`src/rtl/pwm_ctrl_pkg.sv`:
```
// rtl/pwm_ctrl_pkg.sv - shared types and defaults for the PWM period controller
package pwm_ctrl_pkg;

  localparam int DIV_W        = 8;
  localparam int DEFAULT_TC   = 63;
  localparam int DEFAULT_DUTY = 32;

  typedef enum logic [1:0] {
    IDLE = 2'd0,
    RUN  = 2'd1,
    PEND = 2'd2
  } state_e;

  typedef struct packed {
    logic [DIV_W-1:0] tc;
    logic [DIV_W-1:0] duty;
  } cfg_t;

endpackage

```
`src/rtl/pwm_period_counter.sv`:
```
// rtl/pwm_period_counter.sv - period counter with wrap detect and registered TICK/PWM compare
module pwm_period_counter #(
  parameter int DIV_W = 8
) (
  input  logic             clk,
  input  logic             rst,
  input  logic             enable,
  input  logic [DIV_W-1:0] tc_act,
  input  logic [DIV_W-1:0] duty_next,
  output logic             wrap,
  output logic             tick,
  output logic             pwm_out
);

  logic             run_q;
  logic [DIV_W-1:0] cnt;
  logic [DIV_W-1:0] cnt_nxt;

  // The first running cycle after enable holds cnt at 0 so TICK lands on it.
  always_comb begin
    wrap    = run_q && (cnt == tc_act);
    cnt_nxt = '0;
    if (enable && run_q && !wrap)
      cnt_nxt = cnt + DIV_W'(1);
  end

  // Outputs are computed from next-cycle values so they align with the registered cnt;
  // duty_next lets a new period's first cycle use the freshly committed duty.
  always_ff @(posedge clk or posedge rst) begin
    if (rst) begin
      run_q   <= 1'b0;
      cnt     <= '0;
      tick    <= 1'b0;
      pwm_out <= 1'b0;
    end else begin
      run_q   <= enable;
      cnt     <= cnt_nxt;
      tick    <= enable && (cnt_nxt == '0);
      pwm_out <= enable && (cnt_nxt < duty_next);
    end
  end

endmodule

```
`src/rtl/pwm_period_controller.sv`:
```
// rtl/pwm_period_controller.sv - runtime-configurable PWM period/duty scheduler with boundary-only updates
module pwm_period_controller #(
  parameter int DIV_W        = pwm_ctrl_pkg::DIV_W,
  parameter int DEFAULT_TC   = pwm_ctrl_pkg::DEFAULT_TC,
  parameter int DEFAULT_DUTY = pwm_ctrl_pkg::DEFAULT_DUTY
) (
  input  logic             CLK_50M,
  input  logic             RST,
  input  logic             EN,
  input  logic             CFG_VALID,
  output logic             CFG_READY,
  input  logic [DIV_W-1:0] CFG_TC,
  input  logic [DIV_W-1:0] CFG_DUTY,
  output logic             TICK,
  output logic             PWM_OUT,
  output logic             RUNNING
);

  import pwm_ctrl_pkg::*;

  state_e           state;
  state_e           state_nxt;
  logic [DIV_W-1:0] tc_act;
  logic [DIV_W-1:0] duty_act;
  logic [DIV_W-1:0] tc_nxt;
  logic [DIV_W-1:0] duty_nxt;
  logic [DIV_W-1:0] tc_pend;
  logic [DIV_W-1:0] duty_pend;
  logic             accept;
  logic             load_pend;
  logic             run_nxt;
  logic             wrap;

  assign accept  = CFG_VALID && CFG_READY;
  assign run_nxt = (state_nxt != IDLE);

  always_comb begin
    state_nxt = state;
    tc_nxt    = tc_act;
    duty_nxt  = duty_act;
    load_pend = 1'b0;
    case (state)
      IDLE: begin
        if (accept) begin
          tc_nxt   = CFG_TC;
          duty_nxt = CFG_DUTY;
        end
        if (EN)
          state_nxt = RUN;
      end
      RUN: begin
        // Stopping commits directly; otherwise the request waits for a wrap seen from PEND,
        // so an accept on the wrap cycle costs exactly one more old-length period.
        if (!EN) begin
          state_nxt = IDLE;
          if (accept) begin
            tc_nxt   = CFG_TC;
            duty_nxt = CFG_DUTY;
          end
        end else if (accept) begin
          load_pend = 1'b1;
          state_nxt = PEND;
        end
      end
      PEND: begin
        if (!EN || wrap) begin
          state_nxt = EN ? RUN : IDLE;
          tc_nxt    = tc_pend;
          duty_nxt  = duty_pend;
        end
      end
      default: state_nxt = IDLE;
    endcase
  end

  always_ff @(posedge CLK_50M or posedge RST) begin
    if (RST) begin
      state     <= IDLE;
      tc_act    <= DIV_W'(DEFAULT_TC);
      duty_act  <= DIV_W'(DEFAULT_DUTY);
      tc_pend   <= DIV_W'(DEFAULT_TC);
      duty_pend <= DIV_W'(DEFAULT_DUTY);
      RUNNING   <= 1'b0;
      CFG_READY <= 1'b1;
    end else begin
      state     <= state_nxt;
      tc_act    <= tc_nxt;
      duty_act  <= duty_nxt;
      if (load_pend) begin
        tc_pend   <= CFG_TC;
        duty_pend <= CFG_DUTY;
      end
      RUNNING   <= run_nxt;
      CFG_READY <= (state_nxt != PEND);
    end
  end

  pwm_period_counter #(
    .DIV_W(DIV_W)
  ) u_counter (
    .clk      (CLK_50M),
    .rst      (RST),
    .enable   (run_nxt),
    .tc_act   (tc_act),
    .duty_next(duty_nxt),
    .wrap     (wrap),
    .tick     (TICK),
    .pwm_out  (PWM_OUT)
  );

endmodule

```
`config.mk`:
```
export PLATFORM = sky130hd
export DESIGN_NAME = pwm_period_controller
export DESIGN_NICKNAME = d
export VERILOG_FILES = /design/src/rtl/pwm_ctrl_pkg.sv /design/src/rtl/pwm_period_counter.sv /design/src/rtl/pwm_period_controller.sv
export SDC_FILE = /design/constraint.sdc
export NUM_CORES = 1
export LEC_CHECK = 0
export BUFFER_PORTS_ARGS = -buffer_cell sky130_fd_sc_hd__buf_2
export CAP_MARGIN = 30
export CELL_PAD_IN_SITES_DETAIL_PLACEMENT = 1
export CELL_PAD_IN_SITES_GLOBAL_PLACEMENT = 2
export CORE_ASPECT_RATIO = 1.25
export CORE_UTILIZATION = 39
export DETAILED_ROUTE_END_ITERATION = 7
export PLACE_DENSITY_LB_ADDON = 0.1
export SLEW_MARGIN = 20
export SYNTH_ARGS = -nofsm -noshare
export SYNTH_HDL_FRONTEND = slang
export SYNTH_SLANG_ARGS = --single-unit
```
`constraint.sdc`:
```
create_clock -name CLK_50M -period 3.75 [get_ports CLK_50M]
set_input_delay 0.375 -clock CLK_50M [delete_from_list [all_inputs] [get_ports CLK_50M]]
set_output_delay 0.375 -clock CLK_50M [all_outputs]
set_load 0.05 [all_outputs]
```
-- Yosys cells after proc, flatten, opt, wreduce, memory -nomap -nowiden
Cells that the tools add are included.
- input port bits: 20
- flip-flop bits (word level): 46
- logic and storage cells: 50
- output and inout bits: 4
- muxes and demuxes: 18
- reduce and logical (&&, ||, !) cells: 14
- add/subtract/negate cells: 1
- equal/unequal tests: 6
- magnitude comparators: 1
- operators by type and width (kind ; count):
    $mux 8 ; 7
    $pmux 8 s3 ; 2
    $add 8x1->8 const B ; 1
    $eq 8x8->1 ; 1
    $logic_not 8->1 ; 1
    $lt 8x8->1 ; 1
    $mux 2 ; 4
    $logic_and 1x1->1 ; 6
    $ne 2x2->1 const B ; 3
    $pmux 2 s3 ; 1
    $mux 1 ; 4
    $reduce_and 3->1 ; 1
    $reduce_bool 3->1 ; 1
    $eq 2x1->1 const B ; 1
    $eq 2x2->1 const B ; 1
    $logic_not 1->1 ; 2
    $logic_not 2->1 ; 1
    $reduce_bool 2->1 ; 1
    $logic_or 1x1->1 ; 1

-- Logic depth before layout (Yosys ltp)
Gate-level depths: netlist of the first run.
- depth after elaboration: 11
- depth in mapped cells: 13
- mapped depth without buffers: 11

-- By module
From an unflattened synthesis of the first run, not the netlist that was laid out.
- cells, all modules: 206
- area total of the unflattened synthesis: 2529.9 um2
- by module, submodules not included (module ; cells an instance ; area an instance (um2) ; instances ; seq. area each (um2)):
    pwm_period_controller ; 110 ; 1594.0 ; 1 ; 919.6
    pwm_period_counter ; 96 ; 935.9 ; 1 ; 275.3

-- Worst setup path before layout of the first run
Ideal clock, no wire load.
- path kind: reg2reg
- start: register u_counter.run_q
- end: register u_counter.pwm_out
- path slack: 0.486 ns
- setup time: 0.095 ns
- stages on the path, launching flop included: 12
- arrival time: 3.169 ns
- buffers on the path: 1
- period minus slack after synthesis: 3.264 ns
- data required time: 3.655 ns
- path through: dfrtp_1 and4_4 a31oi_4 or3_1 buf_6 a221oi_1 ha_1 a21o_1 a21o_1 a2111oi_0 nand2_1 o31ai_1
- longest elaborated chain between the ends: 10
- elaborated cells on any way between the ends: 13
- classes of those cells: order compare (1); mux (5); reduce/logical (7)
- RTL lines (what ; line ; source):
    start: declaration ; pwm_period_counter.sv:15 ; logic run_q;
    start signal: assignment ; pwm_period_counter.sv:36 ; run_q <= enable;
    $logic_and 1x1->1 ; pwm_period_counter.sv:21 ; wrap = run_q && (cnt == tc_act);
    $logic_or 1x1->1 ; pwm_period_controller.sv:66 ; if (!EN || wrap) begin
    $mux 2 ; pwm_period_controller.sv:66 ;
    $pmux 2 s3 ; pwm_period_controller.sv:42 ; case (state)
    $reduce_bool 2->1 ; pwm_period_controller.sv:35 ; assign run_nxt = (state_nxt != IDLE);
    $logic_and 1x1->1 (2 in a row) ; pwm_period_counter.sv:23 ; if (enable && run_q && !wrap)
    $mux 8 ; pwm_period_counter.sv:23 ;
    $lt 8x8->1 ; pwm_period_counter.sv:39 ; pwm_out <= enable && (cnt_nxt < duty_next);
    $logic_and 1x1->1 (*) ; pwm_period_counter.sv:39 ;
    end signal: assignment ; pwm_period_counter.sv:39 ;
    end: declaration ; pwm_period_counter.sv:12 ; output logic pwm_out
Every way passes the cells marked *; elsewhere a longest branch is shown, timed or not.
A chain may end at the register's enable or synchronous reset.

-- Final worst setup path of the first run
- start: register u_counter.cnt[2]
- end: register u_counter.pwm_out
- longest elaborated chain between the ends: 11
- elaborated cells on any way between the ends: 15
- classes of those cells: add/sub (1); order compare (1); eq/ne (1); mux (5); reduce/logical (7)
- RTL lines (what ; line ; source):
    start: declaration ; pwm_period_counter.sv:16 ; logic [DIV_W-1:0] cnt;
    start signal: assignment ; pwm_period_counter.sv:37 ; cnt <= cnt_nxt;
    $eq 8x8->1 ; pwm_period_counter.sv:21 ;
    $logic_and 1x1->1 ; pwm_period_counter.sv:21 ;
    $logic_or 1x1->1 ; pwm_period_controller.sv:66 ;
    $mux 2 ; pwm_period_controller.sv:66 ;
    $pmux 2 s3 ; pwm_period_controller.sv:42 ;
    $reduce_bool 2->1 ; pwm_period_controller.sv:35 ;
    $logic_and 1x1->1 (2 in a row) ; pwm_period_counter.sv:23 ;
    $mux 8 ; pwm_period_counter.sv:23 ;
    $lt 8x8->1 ; pwm_period_counter.sv:39 ;
    $logic_and 1x1->1 (*) ; pwm_period_counter.sv:39 ;
Marks and branches as above.

==> results.json, run 1 <==
{
  "status": "complete, no violations",
  "start_util_pct": 41.2,
  "cts_buffer_depth": 2,
  "slew_headroom_pct": 56.4,
  "p_per_area_nw_per_um2": 487,
  "power_leakage_nw": 1.29,
  "synth-edff-count": 0,
  "synth_area_per_cell_um2": 11.0,
  "critPathRequiredTime_ns": 3.96,
  "power_frac_comb_pct": 24.7,
  "synth-async-reset-ratio_pct": 100,
  "critPathArrivalTime_ns": 3.73,
  "drive_above_1_share_pct": 34.8,
  "first_pass_iters": 4,
  "insertedDiodeCount": 0,
  "grtUsageMet3_pct": 3.13,
  "drv_slew": 0,
  "drc_errors": 0,
  "use_met2_pct": 32.5,
  "cts_resized": 0,
  "pre_cts_ws_ns": 0.247,
  "finalCritPeriodShare_pct": 93.9,
  "p_clk_share_pct": 24.7,
  "synth-seq-cells": 46,
  "busiest_layer": "met2",
  "max_slew.worst_pin.slew_ns": 0.650,
  "worst_setup_path_end_kind": "register",
  "nets": 291,
  "gp_congestion": 0.758,
  "die_w_um": 74.9,
  "post_cts_buffers": 0,
  "antenna_found_initial": 0,
  "min_path_type": "input pin to async pin",
  "place.port_buffers": 23,
  "post_drt_wl_per_cell_um": 16.8,
  "setup_tns_ns": 0,
  "rows": 32,
  "synth_area_leaders": "dfrtp_1 30%, dfstp_2 15%, mux2_2 11%, nand2_1 4.9%, ha_1 3.9%",
  "final_cell_area_um2": 2900,
  "numCtsBuffers": 5,
  "drt-total-wl_um": 5870,
  "swShare_pct": 30.0,
  "grt_usage_pct": 19.1,
  "antenna_left": 0,
  "crit_path_start_kind": "register",
  "synth_area_um2": 2590,
  "period_needed_ns": 3.52,
  "cts_tree": "built",
  "path_clk_slew_ns": 0.09,
  "critPathKind": "register to register",
  "dp_hpwl_um": 4630,
  "seqPwrFrac_pct": 50.6,
  "grt_pass1_vias": 1927,
  "grt_overflow_total": 0,
  "global_route.usage.met1_pct": 24.1,
  "grt_pass1_wl_um": 9860,
  "vias": 1876,
  "critPathMaxFanout": 8,
  "die_h_um": 93.1,
  "via_per_inst": 5.38,
  "setup_viol": 0,
  "grt_max_degree": 29,
  "ys_warn_count": 0,
  "hold_viol": 0,
  "hold_slack_ns": 0.0689,
  "io-pin-count": 24,
  "setup_slack_ns": 0.227,
  "final_core_util_pct": 46.2,
  "netSwitchingPower_mw": 0.424,
  "yosys.area.top_type": "dfrtp_1",
  "core_um2": 6290,
  "cts.sinks": 46,
  "synth_flop_cell": "dfrtp_1",
  "area_growth_pct": 12.2,
  "seq_area_frac_synth_pct": 45.2,
  "ctsHoldBuffers": 0,
  "first_iter_violations": 80,
  "synth_top_area_share_pct": 30.0,
  "maxCapViolations": 0,
  "internal_power_mw": 0.991,
  "h-tree-depth": 2,
  "placed_cell_area_um2": 2800,
  "clk_latency_ns": 0.30,
  "cts_root_buffer": "clkbuf_8",
  "ir_worst_vdd_v": 0.000195,
  "synth_nets": 263,
  "max_freq_ghz": 0.284,
  "worst_clock_skew_ns": 0.00343,
  "post_synth_num_cell_types": 49,
  "rsz0062_at_grt": "no",
  "synthCells": 235,
  "fp.dieArea_um2": 6970
}
==> flip-flops by register name (all words and copies together) (netlist names) <==
signal             flops
u_counter.tick         1
u_counter.cnt          8
duty_pend              8
CFG_READY              1
tc_pend                8
u_counter.run_q        1
duty_act               8
state                  2
u_counter.pwm_out      1
tc_act                 8
==> final timing paths <==
kind / from / to / slack (ns) / cells past startpoint
min in group CLK_50M: CFG_DUTY[2] / duty_pend[2] / 0.31 / 2
min reg2reg: duty_pend[0] / duty_pend[0] / 0.52 / 1
max: u_counter.cnt[2] / u_counter.pwm_out / 0.23 / 11
min: RST / duty_act[6] / 0.07 / 2
max reg2reg: u_counter.cnt[2] / u_counter.pwm_out / 0.23 / 11
max in group asynchronous: RST / CFG_READY / 3.12 / 3
==> metrics by stage <==
stage / std cells / power [mW]
6_report: 349 / 1.41
4_1_cts: 349 / 1.43
5_1_grt: 349 / 1.50
3_5_place_dp: 341 / 1.08
3_3_place_gp: 340 / 1.07
2_1_floorplan: 235 / 0.983
==> power by group through the flow <==
stage	Sequential, mW	Combinational, mW	Clock, mW
2_1_floorplan	0.714	0.269	0
3_3_place_gp	0.724	0.343	0
3_5_place_dp	0.726	0.354	0
4_1_cts	0.717	0.355	0.361
5_1_grt	0.733	0.387	0.380
6_report	0.716	0.349	0.350
==> Yosys cell counts (7+ instances only) <==
master,instances
nand2_1,34
dfrtp_1,31
mux2_2,26
dfstp_2,15
nor2_1,15
xnor2_1,9
ha_1,8
nand3_1,7
==> critical path: stages (launching register included) <==
cell	delay, ns
dfrtp_1	0.54
xnor2_2	0.15
and4_4	0.29
a31oi_4	0.11
or3_1	0.45
a221oi_1	0.37
ha_1	0.31
a21o_1	0.18
a21o_1	0.16
a2111oi_0	0.54
nand2_1	0.10
o31ai_1	0.22
==> layout by cell type (no fill, tap or decap), drive strengths merged, types with 2 or more instances in the layout <==
master   netlist  layout
a2111oi        2       2
a21o           3       3
a21oi          6       6
a221o          6       6
a221oi         6       6
a22oi          3       3
a31oi          3       3
and2           5       5
and3           5       5
and4           2       2
buf            8      31
clkbuf         2       6
dfrtp         31      31
dfstp         15      15
ha             8       8
inv            6       8
mux2          26      26
nand2         34      34
nand2b         2       2
nand3          7       7
nor2          15      15
nor3           4       4
o21a           3       3
o21ai          2       2
o221ai         2       2
o31ai          2       2
or3            2       2
xnor2         11      11
xor2           3       3
==> kinds of logic after synthesis <==
kind of cell	after synthesis	share of synthesized area [%]
fa+ha+maj	8	3.87
mux	27	11.7
compound gates	42	13.7
buf+inv	16	4.16
simple gates	82	16.1
xor+xnor	14	5.32
flops	46	45.2
==> cell type report <==
| type | instances | area [um^2] |
|---|---|---|
| multi-input combinational | 173 | 1310 |
| clock buffer | 6 | 93.8 |
| fill | 720 | 3380 |
| inverter | 6 | 22.5 |
| sequential | 46 | 1170 |
| timing repair buffer | 31 | 188 |
| clock inverter | 2 | 12.5 |
| tap | 85 | 106 |
==> layer usage <==
layer	wire [um]	vias up	share of wire, %
met4	93	0	1.6
met5	0	-	0
met2	3020	18	52
met1	2630	938	45
li1	-	912	-
met3	121	8	2.1
Note: power is estimated with default switching activity, not from simulation.
==> run 2, diff against run 1 <==
==> constraint.sdc (replaced) <==
create_clock -name CLK_50M -period 3.45 [get_ports CLK_50M]
set_input_delay 0.345 -clock CLK_50M [delete_from_list [all_inputs] [get_ports CLK_50M]]
set_output_delay 0.345 -clock CLK_50M [all_outputs]
set_load 0.05 [all_outputs]
==> run 2 against run 1 <==
  * Critical path depth unchanged
  * Global-route usage rose by 0.64 points
  * Sequential share of layout area fell by 0.92 points
  * Critical endpoint unchanged
  * Highest routed layer unchanged
  * First-iteration DRC count is 38% lower
  * Sequential power rose by 8.1%
  * Largest power group unchanged
  * Register-to-register slack about the same
==> results.json, run 2 (same netlist as run 1, synthesis figures left out) <==
{
  "slew_headroom_pct": 56.1,
  "clk_latency_ns": 0.30,
  "wl_met1_um": 2710,
  "first_iter_violations": 50,
  "maxCapViolations": 0,
  "core_um2": 6290,
  "drive_above_1_share_pct": 37.9,
  "placed_cell_area_um2": 2860,
  "setup_slack_ns": 0.214,
  "cp_slowest_cell": "dfstp_2",
  "period_needed_ns": 3.24,
  "cts.sinks": 46,
  "p_total_mw": 1.55,
  "die_h_um": 93.1,
  "fp.dieArea_um2": 6970,
  "mostFrequentLayoutCell": "nand2_1",
  "drc_errors": 0,
  "dp_hpwl_um": 4640,
  "critPathTopFamily": "compound AO/OA/AOI/OAI gates",
  "slowest_delay_ns": 0.56,
  "die_w_um": 74.9,
  "highest_layer": "met4",
  "wl_met2_um": 3060,
  "status": "complete, no violations",
  "grt_pass1_wl_um": 10200,
  "numCtsBuffers": 5,
  "critPathArrivalTime_ns": 3.45,
  "dr_wl_met3_um": 170,
  "critPathRequiredTime_ns": 3.67,
  "antenna_found_initial": 0,
  "pre_cts_ws_ns": 0.0270,
  "reg2reg_depth": 11,
  "grt_max_degree": 27,
  "grt_pass1_vias": 2017,
  "final_cell_mix": "34 x nand2_1, 30 x dfrtp_1, 26 x mux2_2",
  "post_drt_wl_per_cell_um": 16.9,
  "first_pass_iters": 4,
  "final_cell_area_um2": 2970,
  "critPathKind": "register to register",
  "cts_tree": "built",
  "cts_root_buffer": "clkbuf_8",
  "area_growth_pct": 14.9,
  "cpMostUsedCell": "a21o_1",
  "cp_num_cells": 11,
  "hold_viol": 0,
  "max_freq_ghz": 0.309,
  "drt-total-wl_um": 6030,
  "placed_cells": 349,
  "nets": 299,
  "p_per_area_nw_per_um2": 522,
  "hold_slack_ns": 0.0571,
  "drv_slew": 0,
  "cp.buffers_inverters": 0,
  "critPathMaxFanout": 4,
  "ir_worst_vdd_v": 0.000215,
  "h-tree-depth": 2,
  "via_per_inst": 5.50,
  "grt_overflow_total": 0,
  "path_clk_slew_ns": 0.09,
  "io-pin-count": 24,
  "cts_buffer_depth": 2,
  "path_cells": "xnor2_2, and4_4, a31oi_4, or3_1, a221oi_2, ha_1, a21o_1, a21o_1, a2111oi_2, nand2_1, o31ai_1",
  "finalCritPeriodShare_pct": 93.8,
  "gp_congestion": 0.791,
  "insertedDiodeCount": 0,
  "power_leakage_nw": 1.33,
  "grt_usage_pct": 19.7,
  "max_slew.worst_pin.slew_ns": 0.656,
  "worst_clock_skew_ns": 0.00578,
  "final_cells": 357,
  "start_util_pct": 41.2,
  "ctsHoldBuffers": 0,
  "setup_viol": 0,
  "crit_path_start_kind": "register",
  "antenna_left": 0,
  "min_path_type": "input pin to async pin",
  "vias": 1963,
  "rows": 32,
  "place.port_buffers": 23,
  "worst_setup_path_end_kind": "register"
}
[run 2: cell count changes in the layout (fill, tap and decap cells not counted), sizes merged]
cell    before  now
clkinv       0    2
buf         31   39
inv          8    6
[run 2: power breakdown]
part / leakage, nW / internal [mW] / switching (mW) / total (mW)
clock: 0.0561 / 0.184 / 0.193 / 0.378
sequential: 0.544 / 0.692 / 0.0822 / 0.774
combinational: 0.729 / 0.209 / 0.191 / 0.400
total: 1.33 / 1.09 / 0.466 / 1.55
[run 2: layer usage]
layer	vias to the layer above	global-route usage [%]
met5	-	0
met4	0	7.08
met3	6	3.02
met2	34	32.3
met1	996	26.0
li1	927	-
[run 2: area by class of cell]
cell class                 instances  area [um^2]
clock inverter                     2         10.0
tap                               85          106
fill                             727         3310
inverter                           6         22.5
sequential                        46         1170
clock buffer                       6         93.8
multi-input combinational        173         1320
timing repair buffer              39          248
[run 2: per-stage QoR]
stage | utilization (%) | TNS (ns)
6_report | 47.3 | 0
5_1_grt | 47.3 | -0.0289
4_1_cts | 47.1 | 0
3_5_place_dp | 45.4 | 0
3_3_place_gp | 45.1 | 0
2_1_floorplan | - | 0
[run 2: repair_timing]
item / in CTS / in global routing
setup buffers: 0 / 0
gates resized for setup: 1 / 3
endpoints found under the setup margin: 1 / 1
[run 2: worst paths after layout]
kind                                  from           endpoint  slack, ns
worst max-delay path             tc_act[2]  u_counter.pwm_out       0.21
worst min-delay path                   RST   u_counter.cnt[3]       0.06
worst max register to register   tc_act[2]  u_counter.pwm_out       0.21
worst min register to register  tc_pend[7]         tc_pend[7]       0.52
max in group asynchronous              RST          CFG_READY       2.81
min in group CLK_50M             CFG_TC[5]         tc_pend[5]       0.28
